==> src/rtl/exc_commit_ctrl.sv <==
`default_nettype none
// ============================================================================
//  Module      : exc_commit_ctrl
//  Description : MEM-stage exception/interrupt commit controller. Synchronises
//                hardware interrupts, prioritises the exception sources of the
//                MEM-stage instruction, registers the winner, pulses the CP0
//                commit strobes and holds a multi-cycle flush with PC redirect.
//  Revision    : 1.0 - initial release
// ============================================================================
module exc_commit_ctrl #(
    parameter int          NUM_HW_INT   = 6,
    parameter int          SYNC_STAGES  = 2,
    parameter int          FLUSH_CYCLES = 1,
    parameter logic [31:0] EXC_VECTOR   = 32'hBFC00380
) (
    input  logic                  clk,
    input  logic                  rst,
    input  logic                  valid_m,
    input  logic [31:0]           pc_m,
    input  logic                  bd_m,
    input  logic [7:0]            except_m,
    input  logic                  adel_m,
    input  logic                  ades_m,
    input  logic [31:0]           badaddr_m,
    input  logic [NUM_HW_INT-1:0] hw_int,
    input  logic [31:0]           cp0_status,
    input  logic [31:0]           cp0_cause,
    input  logic [31:0]           cp0_epc,
    output logic [NUM_HW_INT-1:0] int_pending,
    output logic [31:0]           excepttype,
    output logic                  exc_commit,
    output logic                  eret_commit,
    output logic [31:0]           epc_o,
    output logic                  bd_o,
    output logic [4:0]            exccode_o,
    output logic                  badvaddr_we,
    output logic [31:0]           badvaddr_o,
    output logic                  flush,
    output logic [31:0]           new_pc
);

    localparam logic [0:0] S_IDLE  = 1'b0;
    localparam logic [0:0] S_FLUSH = 1'b1;

    localparam int         c_IPW      = NUM_HW_INT + 2;
    localparam logic [2:0] c_CNT_INIT = 3'(FLUSH_CYCLES - 1);

    localparam logic [4:0] c_EXC_NONE = 5'h00;
    localparam logic [4:0] c_EXC_INT  = 5'h01;
    localparam logic [4:0] c_EXC_ADEL = 5'h04;
    localparam logic [4:0] c_EXC_ADES = 5'h05;
    localparam logic [4:0] c_EXC_SYS  = 5'h08;
    localparam logic [4:0] c_EXC_BP   = 5'h09;
    localparam logic [4:0] c_EXC_RI   = 5'h0a;
    localparam logic [4:0] c_EXC_OV   = 5'h0c;
    localparam logic [4:0] c_EXC_ERET = 5'h0e;

    logic [NUM_HW_INT-1:0] r_sync [SYNC_STAGES];
    logic [0:0]            r_state;
    logic [2:0]            r_cnt;

    logic [c_IPW-1:0] w_ip_lines;
    logic             w_int;
    logic [4:0]       w_code;
    logic             w_addr_err;
    logic [31:0]      w_bva;
    logic [31:0]      w_epc;
    logic             w_fire;
    logic             w_unused;

    // Bits of the CP0 words and except_m that play no part in the decision.
    assign w_unused = &{1'b0, cp0_status, cp0_cause, except_m[1:0]};

    // Multi-flop synchroniser on every asynchronous interrupt line.
    always_ff @(posedge clk) begin
        if (rst) begin
            for (int i = 0; i < SYNC_STAGES; i++) r_sync[i] <= '0;
        end else begin
            r_sync[0] <= hw_int;
            for (int i = 1; i < SYNC_STAGES; i++) r_sync[i] <= r_sync[i-1];
        end
    end

    assign int_pending = r_sync[SYNC_STAGES-1];

    // Interrupt qualifies only on a real instruction with IE set and EXL clear.
    assign w_ip_lines = {int_pending, cp0_cause[9:8]};
    assign w_int      = valid_m && cp0_status[0] && !cp0_status[1] &&
                        (|(w_ip_lines & cp0_status[8 +: c_IPW]));

    // Wrap-around is intended: a delay slot at address 0 reports 0xFFFFFFFC.
    assign w_epc = bd_m ? (pc_m - 32'd4) : pc_m;

    // Fixed-priority selection of the cause to commit.
    always_comb begin
        w_code     = c_EXC_NONE;
        w_addr_err = 1'b0;
        w_bva      = badaddr_m;
        if (w_int) begin
            w_code = c_EXC_INT;
        end else if (valid_m) begin
            if (except_m[7] || adel_m) begin
                w_code     = c_EXC_ADEL;
                w_addr_err = 1'b1;
                // A fetch fault reports the instruction address itself.
                w_bva      = except_m[7] ? pc_m : badaddr_m;
            end else if (ades_m) begin
                w_code     = c_EXC_ADES;
                w_addr_err = 1'b1;
            end else if (except_m[6]) begin
                w_code = c_EXC_SYS;
            end else if (except_m[5]) begin
                w_code = c_EXC_BP;
            end else if (except_m[4]) begin
                w_code = c_EXC_ERET;
            end else if (except_m[3]) begin
                w_code = c_EXC_RI;
            end else if (except_m[2]) begin
                w_code = c_EXC_OV;
            end
        end
    end

    assign w_fire = (r_state == S_IDLE) && (w_code != c_EXC_NONE);

    // Commit FSM: capture on detection, then hold the flush for FLUSH_CYCLES.
    always_ff @(posedge clk) begin
        if (rst) begin
            r_state     <= S_IDLE;
            r_cnt       <= 3'd0;
            excepttype  <= 32'd0;
            epc_o       <= 32'd0;
            bd_o        <= 1'b0;
            badvaddr_o  <= 32'd0;
            badvaddr_we <= 1'b0;
            exc_commit  <= 1'b0;
            eret_commit <= 1'b0;
            flush       <= 1'b0;
            new_pc      <= 32'd0;
        end else begin
            exc_commit  <= 1'b0;
            eret_commit <= 1'b0;
            badvaddr_we <= 1'b0;
            case (r_state)
                S_IDLE: begin
                    if (w_fire) begin
                        r_state     <= S_FLUSH;
                        r_cnt       <= c_CNT_INIT;
                        excepttype  <= {27'd0, w_code};
                        epc_o       <= w_epc;
                        bd_o        <= bd_m;
                        flush       <= 1'b1;
                        new_pc      <= (w_code == c_EXC_ERET) ? cp0_epc : EXC_VECTOR;
                        exc_commit  <= (w_code != c_EXC_ERET);
                        eret_commit <= (w_code == c_EXC_ERET);
                        if (w_addr_err) begin
                            badvaddr_o  <= w_bva;
                            badvaddr_we <= 1'b1;
                        end
                    end
                end
                S_FLUSH: begin
                    if (r_cnt == 3'd0) begin
                        r_state    <= S_IDLE;
                        flush      <= 1'b0;
                        excepttype <= 32'd0;
                    end else begin
                        r_cnt <= r_cnt - 3'd1;
                    end
                end
                default: r_state <= S_IDLE;
            endcase
        end
    end

    assign exccode_o = excepttype[4:0];

endmodule
`default_nettype wire

==> config.mk <==
export PLATFORM = sky130hd
export DESIGN_NAME = exc_commit_ctrl
export DESIGN_NICKNAME = d
export VERILOG_FILES = /design/src/rtl/exc_commit_ctrl.sv
export SDC_FILE = /design/constraint.sdc
export NUM_CORES = 1
export LEC_CHECK = 0
export CAP_MARGIN = 0
export CORE_MARGIN = 2
export CORE_UTILIZATION = 30
export CTS_BUF_LIST = sky130_fd_sc_hd__clkbuf_8
export CTS_CLUSTER_DIAMETER = 50
export DETAILED_ROUTE_END_ITERATION = 12
export GPL_ROUTABILITY_DRIVEN = 0
export GPL_TIMING_DRIVEN = 0
export PLACE_DENSITY = 0.67
export SLEW_MARGIN = 20
export SYNTH_ARGS = -nofsm -noshare
export SYNTH_HDL_FRONTEND = slang
export SYNTH_SLANG_ARGS = --single-unit
export TNS_END_PERCENT = 50
==> constraint.sdc <==
create_clock -name clk -period 4.4 [get_ports clk]
set_input_delay 1.32 -clock clk [delete_from_list [all_inputs] [get_ports clk]]
set_output_delay 1.32 -clock clk [all_outputs]
set_load 0.01 [all_outputs]
== Yosys cells after proc, flatten, opt, wreduce, memory -nomap -nowiden ==
Memory sizes are Yosys's and may differ from the RTL's.
Index checks and enable logic that the tools add are counted.
Storage, ports and cells
  register bits: 137
  logic and storage cells: 75
  output and inout bits: 144
  memory bits (writable): 12
  memories: 1
Memories
  r_sync: words 2, bits a word 6, rd ports 2, clocked after memory_dff 0, wr ports 2, RTL line 58  | logic [NUM_HW_INT-1:0] r_sync [SYNC_STAGES];
Operators by class
  mux-type cells: 37
  reductions and logical operators: 14
  bitwise gates (word level): 5
  equal/unequal tests: 5
  add/subtract/negate cells: 2
Operator list (number)
  $mux 32: 8
  $pmux 32 s2: 1
  $mux 4: 9
  $sub 32x3->32 const B: 1
  $mux 1: 12
  $mux 6: 2
  $and 8x8->8: 1
  $reduce_or 8->1: 1
  $mux 3: 2
  $pmux 3 s2: 1
  $reduce_and 2->1: 3
  $eq 5x4->1 const B: 1
  $ne 5x4->1 const B: 1
  $reduce_bool 5->1: 1
  $logic_and 1x1->1: 4
  $ne 2x2->1 const B: 2
  $pmux 1 s2: 2
  $logic_not 3->1: 1
  $reduce_and 3->1: 1
  $reduce_or 3->1: 1
  $sub 3x1->3 const B: 1
  $ne 2x1->1 const B: 1
  $not 1->1: 2
  $or 1x1->1: 2
  other kinds (2): 2

== Logic depth before layout (Yosys ltp) ==
Gate-level depths: netlist of run 1.
  depth after elaboration: 13
  depth in mapped cells: 8

== Worst setup path before layout of run 1 ==
Ideal clock, no wire load.
  kind: input to register
  start point: input pc_m[20]
  end point: register epc_o[27]
  path slack: 1.456 ns
  library setup time: 0.124 ns
  arrival: 2.820 ns
  cell stages on the path: 6
  cells stage by stage: or4_1 > buf_2 > or3_4 > and4bb_2 > xnor2_1 > o21ai_2
Between the ends
  word-level cells in the longest chain between the ends: 2
Ends and longest elaborated chain
  start: declaration: RTL line 19  | input logic [31:0] pc_m,
  $sub 32x3->32: RTL line 92  | assign w_epc = bd_m ? (pc_m - 32'd4) : pc_m;
  $mux 32: RTL line 92
  end signal: assignment: RTL line 150  | epc_o <= w_epc;
  end: declaration: RTL line 33  | output logic [31:0] epc_o,
Every way passes these cells.
A chain may end at the register's enable or synchronous reset.

== Worst setup path in the final report of run 1 ==
  start point: input cp0_status[11]
  end point: register badvaddr_o[29]
Between the ends
  word-level cells in the longest chain between the ends: 7
  elaborated cells on any way between the ends: 9
Ends and longest elaborated chain
  start: declaration: RTL line 26  | input logic [31:0] cp0_status,
  $and 8x8->8 (*): RTL line 89  | (|(w_ip_lines & cp0_status[8 +: c_IPW]));
  $reduce_or 8->1 (*): RTL line 89
  $logic_and 1x1->1 (*): RTL line 88  | assign w_int = valid_m && cp0_status[0] && !cp0_status[1] &&
  $mux 4: RTL line 99  | if (w_int) begin
  $reduce_bool 5->1: RTL line 124  | assign w_fire = (r_state == S_IDLE) && (w_code != c_EXC_NONE);
  $logic_and 1x1->1: RTL line 124
  $reduce_and 3->1 (no line)
  end signal: assignment: RTL line 157  | badvaddr_o <= w_bva;
  end: declaration: RTL line 37  | output logic [31:0] badvaddr_o,
Mark *: on every way between the ends. The rest lies on a longest branch, timed or not.

==> summary.md, run 1 <==
| Metric | Value |
|---|---|
| Row cnt | 48 |
| Critical R2R Capture | badvaddr_o[29] |
| Antenna violations before repair | 0 |
| Inserted Diodes | 0 |
| Core area | 0.0173 mm^2 |
| Syn avg cell area | 9.14 um^2 |
| GR Overflow Total | 0 |
| Critical Path Sink Type | flop |
| Share of cells above drive strength 1 | 0.107 |
| IO Port Bufs | 237 |
| Fillers | 1712 |
| Vias in the first global route | 4824 |
| DRT iter0 DRCs | 192 |
| Routed vias/inst | 4.49 |
| Minimum clock period | 3600 ps |
| Initial Utilization | 0.306 |
| Drt first pass iters | 4 |
| Setup slack, reg-to-reg | 1760 ps |
| Clk pwr share | 0.370 |
| Pint | 2.08 mW |
| Period utilization | 0.819 |
| CTS root buffer | clkbuf_8 |
| Cells after synthesis | 579 |
| DRT antenna net count | 0 |
| RSZ-0062 raised after global routing | no |
| First-pass GRT wire length | 25.4 mm |
| Pwr per Cell Area | 337 mW/mm^2 |
| Commonest non-fill, non-tap cell in the layout | clkdlybuf4s50_1 |
| Hold Fails Final Rpt | 0 |
| Seq pwr share | 0.425 |
| Post-CTS Setup Repair Bufs | 0 |
| Hold_buf cts | 0 |
| DR DRC count | 0 |
| Outcome | complete, no violations |
| Post-synthesis cell type count | 52 |
| Share of the synthesized area in the top cell type | 0.458 |
| Die Wd | 137 um |
| Hold Path End | r_sync[0][6] |
| Die ar. | 0.0187 mm^2 |
| TritonCTS Buffers | 17 |
| Total global-route track usage | 0.177 |
| Final nets | 1046 |
| Largest net degree at the start of global routing | 17 |
| Max Slew Vio Count | 0 |
| TritonCTS clock tree | yes |
| Pleak | 3.32 nW |
| HP Start | r_sync[0][0] |
| Layout area overhead | 60.1% |
| Crit start category | input pin |
| Slew @ Worst Pin | 973 ps |
| Clock buffer depth | 2 |
| Routed WL | 16.6 mm |
| Chip height | 137 um |
| WS Path Type | input pin to flop |
| IO Pins | 324 |
| H-tree depth | 4 |
| R2R Path Start | r_sync[0][7] |
| FMAX | 278 MHz |
| Crit path max-delay cell type | a211oi_2 |
| Peak VDD IR | 179 uV |
| Logic pwr share | 0.205 |
| CP required | 4740 ps |
| Final TNS setup | 0 ps |
| Top_reg_cell synth | dfxtp_1 |
| EDFF count, synth | 0 |
| Commonest cells after routing, fill and taps aside | 237 x clkdlybuf4s50_1, 121 x dfxtp_1, 64 x nor2_1 |
| Worst r2r path cells | 6 |
| Post-synthesis sequential area ratio | 0.458 |
| Area leader, netlist | dfxtp_1 |
| Final setup vio count | 0 |
| CP max stage delay | 900 ps |
| Fin util | 0.490 |
| Critical path peak fanout | 10 |
| Yosys reg bits | 121 |
| CP arrival | 3940 ps |
| Setup Skew | 10.5 ps |
| Wire per inst | 15.1 um |
| Worst-Skew Late Latency | 430 ps |
| Top cells by area, synth | dfxtp_1 46%, mux2i_1 6.2%, buf_4 5.5%, a211oi_1 4.8%, nor2_1 4.5% |
| Sink Count | 121 |
| Post_cts resized | 0 |
| P_sw | 0.781 mW |
| Vias | 4948 |
| Max Cap Viol | 0 |
| Async SR Flop Fraction | 0 |
| Switching share of power | 0.274 |
| Synth warn | 0 |
| Relative max-transition margin | 0.346 |
| Reg clk slew, reported paths | 80 ps |
| Mapped Area | 0.00529 mm^2 |
| HPWL Detailed | 12.7 mm |
| Cells along the critical path | clkdlybuf4s50_1 > a22oi_1 > nand4_1 > a211oi_2 > buf_2 > nor2_1 > a211oi_1 |
| Hold Crit Class | flop to flop |
| Hold Path Stages | 1 |
## per-stage QoR
step | hold slack (ps) | instances | total power [mW] | worst slack (ps) | instance area (um^2)
after global placement | 416 | 1069 | 1.82 | 416 | 8050
after CTS | 446 | 1101 | 2.90 | 815 | 8470
final | 443 | 1101 | 2.86 | 798 | 8470
after detailed placement | 424 | 1069 | 1.83 | 380 | 8050
after global routing | 461 | 1101 | 3.00 | 639 | 8470
after floorplan | 414 | 607 | 1.48 | 1460 | 5400
## worst max path at each step
stage | startpoint | endpoint | slack (ps) | depth (start not counted)
after floorplan | pc_m[20] | epc_o[27] | 1460 | 6
after global placement | cp0_status[11] | badvaddr_o[31] | 420 | 7
after detailed placement | cp0_status[11] | badvaddr_o[31] | 380 | 7
after CTS | cp0_status[11] | badvaddr_o[29] | 810 | 7
after global routing | except_m[7] | epc_o[29] | 640 | 8
final | cp0_status[11] | badvaddr_o[29] | 800 | 7
## logic make-up (layout without fill, tap and decap cells)
logic type | after synthesis | in the layout | share of synthesized area
buffers and inverters | 82 | 351 | 0.0882
multiplexers | 33 | 33 | 0.0624
other | 1 | 29 | 0.000709
XOR/XNOR | 27 | 27 | 0.0447
AO/OA/AOI/OAI | 130 | 130 | 0.171
AND/OR/NAND/NOR | 182 | 182 | 0.168
adder cells (fa/ha/maj) | 3 | 3 | 0.00710
flip-flops | 121 | 121 | 0.458
## cell type report
cell class                      count  area (um^2)  area share
Buffer                             76          444      0.0525
Clock buffer                       18          248      0.0293
Clock inverter                     14          171      0.0202
Inverter                            6         22.5     0.00266
Multi-Input combinational cell    404         2510       0.296
Sequential cell                   121         2420       0.286
Tap cell                          225          282      0.0332
Timing Repair Buffer              237         2370       0.280
## layer usage
| metal | vias to the layer above | track usage | routed length (um) |
|---|---|---|---|
| met2 | 162 | 0.296 | 7860 |
| met5 | - | 0 | 0 |
| met1 | 2243 | 0.215 | 7320 |
| met3 | 11 | 0.0685 | 1240 |
| met4 | 0 | 0.0430 | 193 |
| li1 | 2532 | - | - |
## power by group through the flow
stage                     registers [mW]  clock network (mW)  logic (mW)
after global routing                1.22                1.14       0.639
final                               1.21                1.06       0.585
after detailed placement            1.24                   0       0.589
after global placement              1.24                   0       0.587
after CTS                           1.21                1.09       0.592
after floorplan                     1.27                   0       0.209
## flip-flops by register name, indices dropped and copies added, names as in the netlist, 3 cells and up
| register | flops |
|---|---|
| excepttype | 4 |
| epc_o | 32 |
| new_pc | 32 |
| r_sync | 12 |
| r_cnt | 3 |
| badvaddr_o | 32 |
## worst max-delay path, delay by kind of cell
| kind | cells | cell delay (ps) |
|---|---|---|
| AO/OA/AOI/OAI | 3 | 1340 |
| buffers and inverters | 2 | 840 |
| AND/OR/NAND/NOR | 2 | 430 |
## Yosys cell counts (3+ instances only)
cell	number
xnor2_1	15
nor2b_1	17
a22o_1	25
nand3_1	6
nor3_1	13
mux2i_1	33
ha_1	3
inv_1	6
dfxtp_1	121
a21oi_1	8
a211oi_1	34
nand2_1	50
buf_2	10
o21ai_1	4
a22oi_1	5
xor2_1	12
buf_4	39
or4_1	5
nor2_1	64
clkbuf_1	26
o21ai_0	39
nor4_1	5
No activity file was read; power rests on OpenSTA's default activity.
==> run 2: changes to the inputs <==
==> constraint.sdc (replaced) <==
create_clock -name clk -period 3.5 [get_ports clk]
set_input_delay 1.05 -clock clk [delete_from_list [all_inputs] [get_ports clk]]
set_output_delay 1.05 -clock clk [all_outputs]
set_load 0.01 [all_outputs]
==> results of run 2 <==
Same layout as run 1 (identical final DEF). Status: complete, no violations.
Among the figures that moved: setup slack after placement 380 ps -> -250 ps; setup slack after layout 798 ps -> 168 ps; register-to-register setup slack 1760 ps -> 860 ps; total power 2.86 mW -> 3.59 mW; worst IR drop on VDD 179 uV -> 225 uV
==> run 3: changes to the inputs <==
--- a/config.mk
+++ b/config.mk
@@ -10,6 +10,7 @@
 export CORE_UTILIZATION = 30
 export CTS_BUF_LIST = sky130_fd_sc_hd__clkbuf_8
 export CTS_CLUSTER_DIAMETER = 50
+export CTS_CLUSTER_SIZE = 20
 export DETAILED_ROUTE_END_ITERATION = 12
 export GPL_ROUTABILITY_DRIVEN = 0
 export GPL_TIMING_DRIVEN = 0
==> results of run 3 <==
Same layout as run 1 (identical final DEF). Status: complete, no violations.
Among the figures that moved: setup slack after placement 380 ps -> -250 ps; setup slack after layout 798 ps -> 168 ps; register-to-register setup slack 1760 ps -> 860 ps; total power 2.86 mW -> 3.59 mW; worst IR drop on VDD 179 uV -> 225 uV
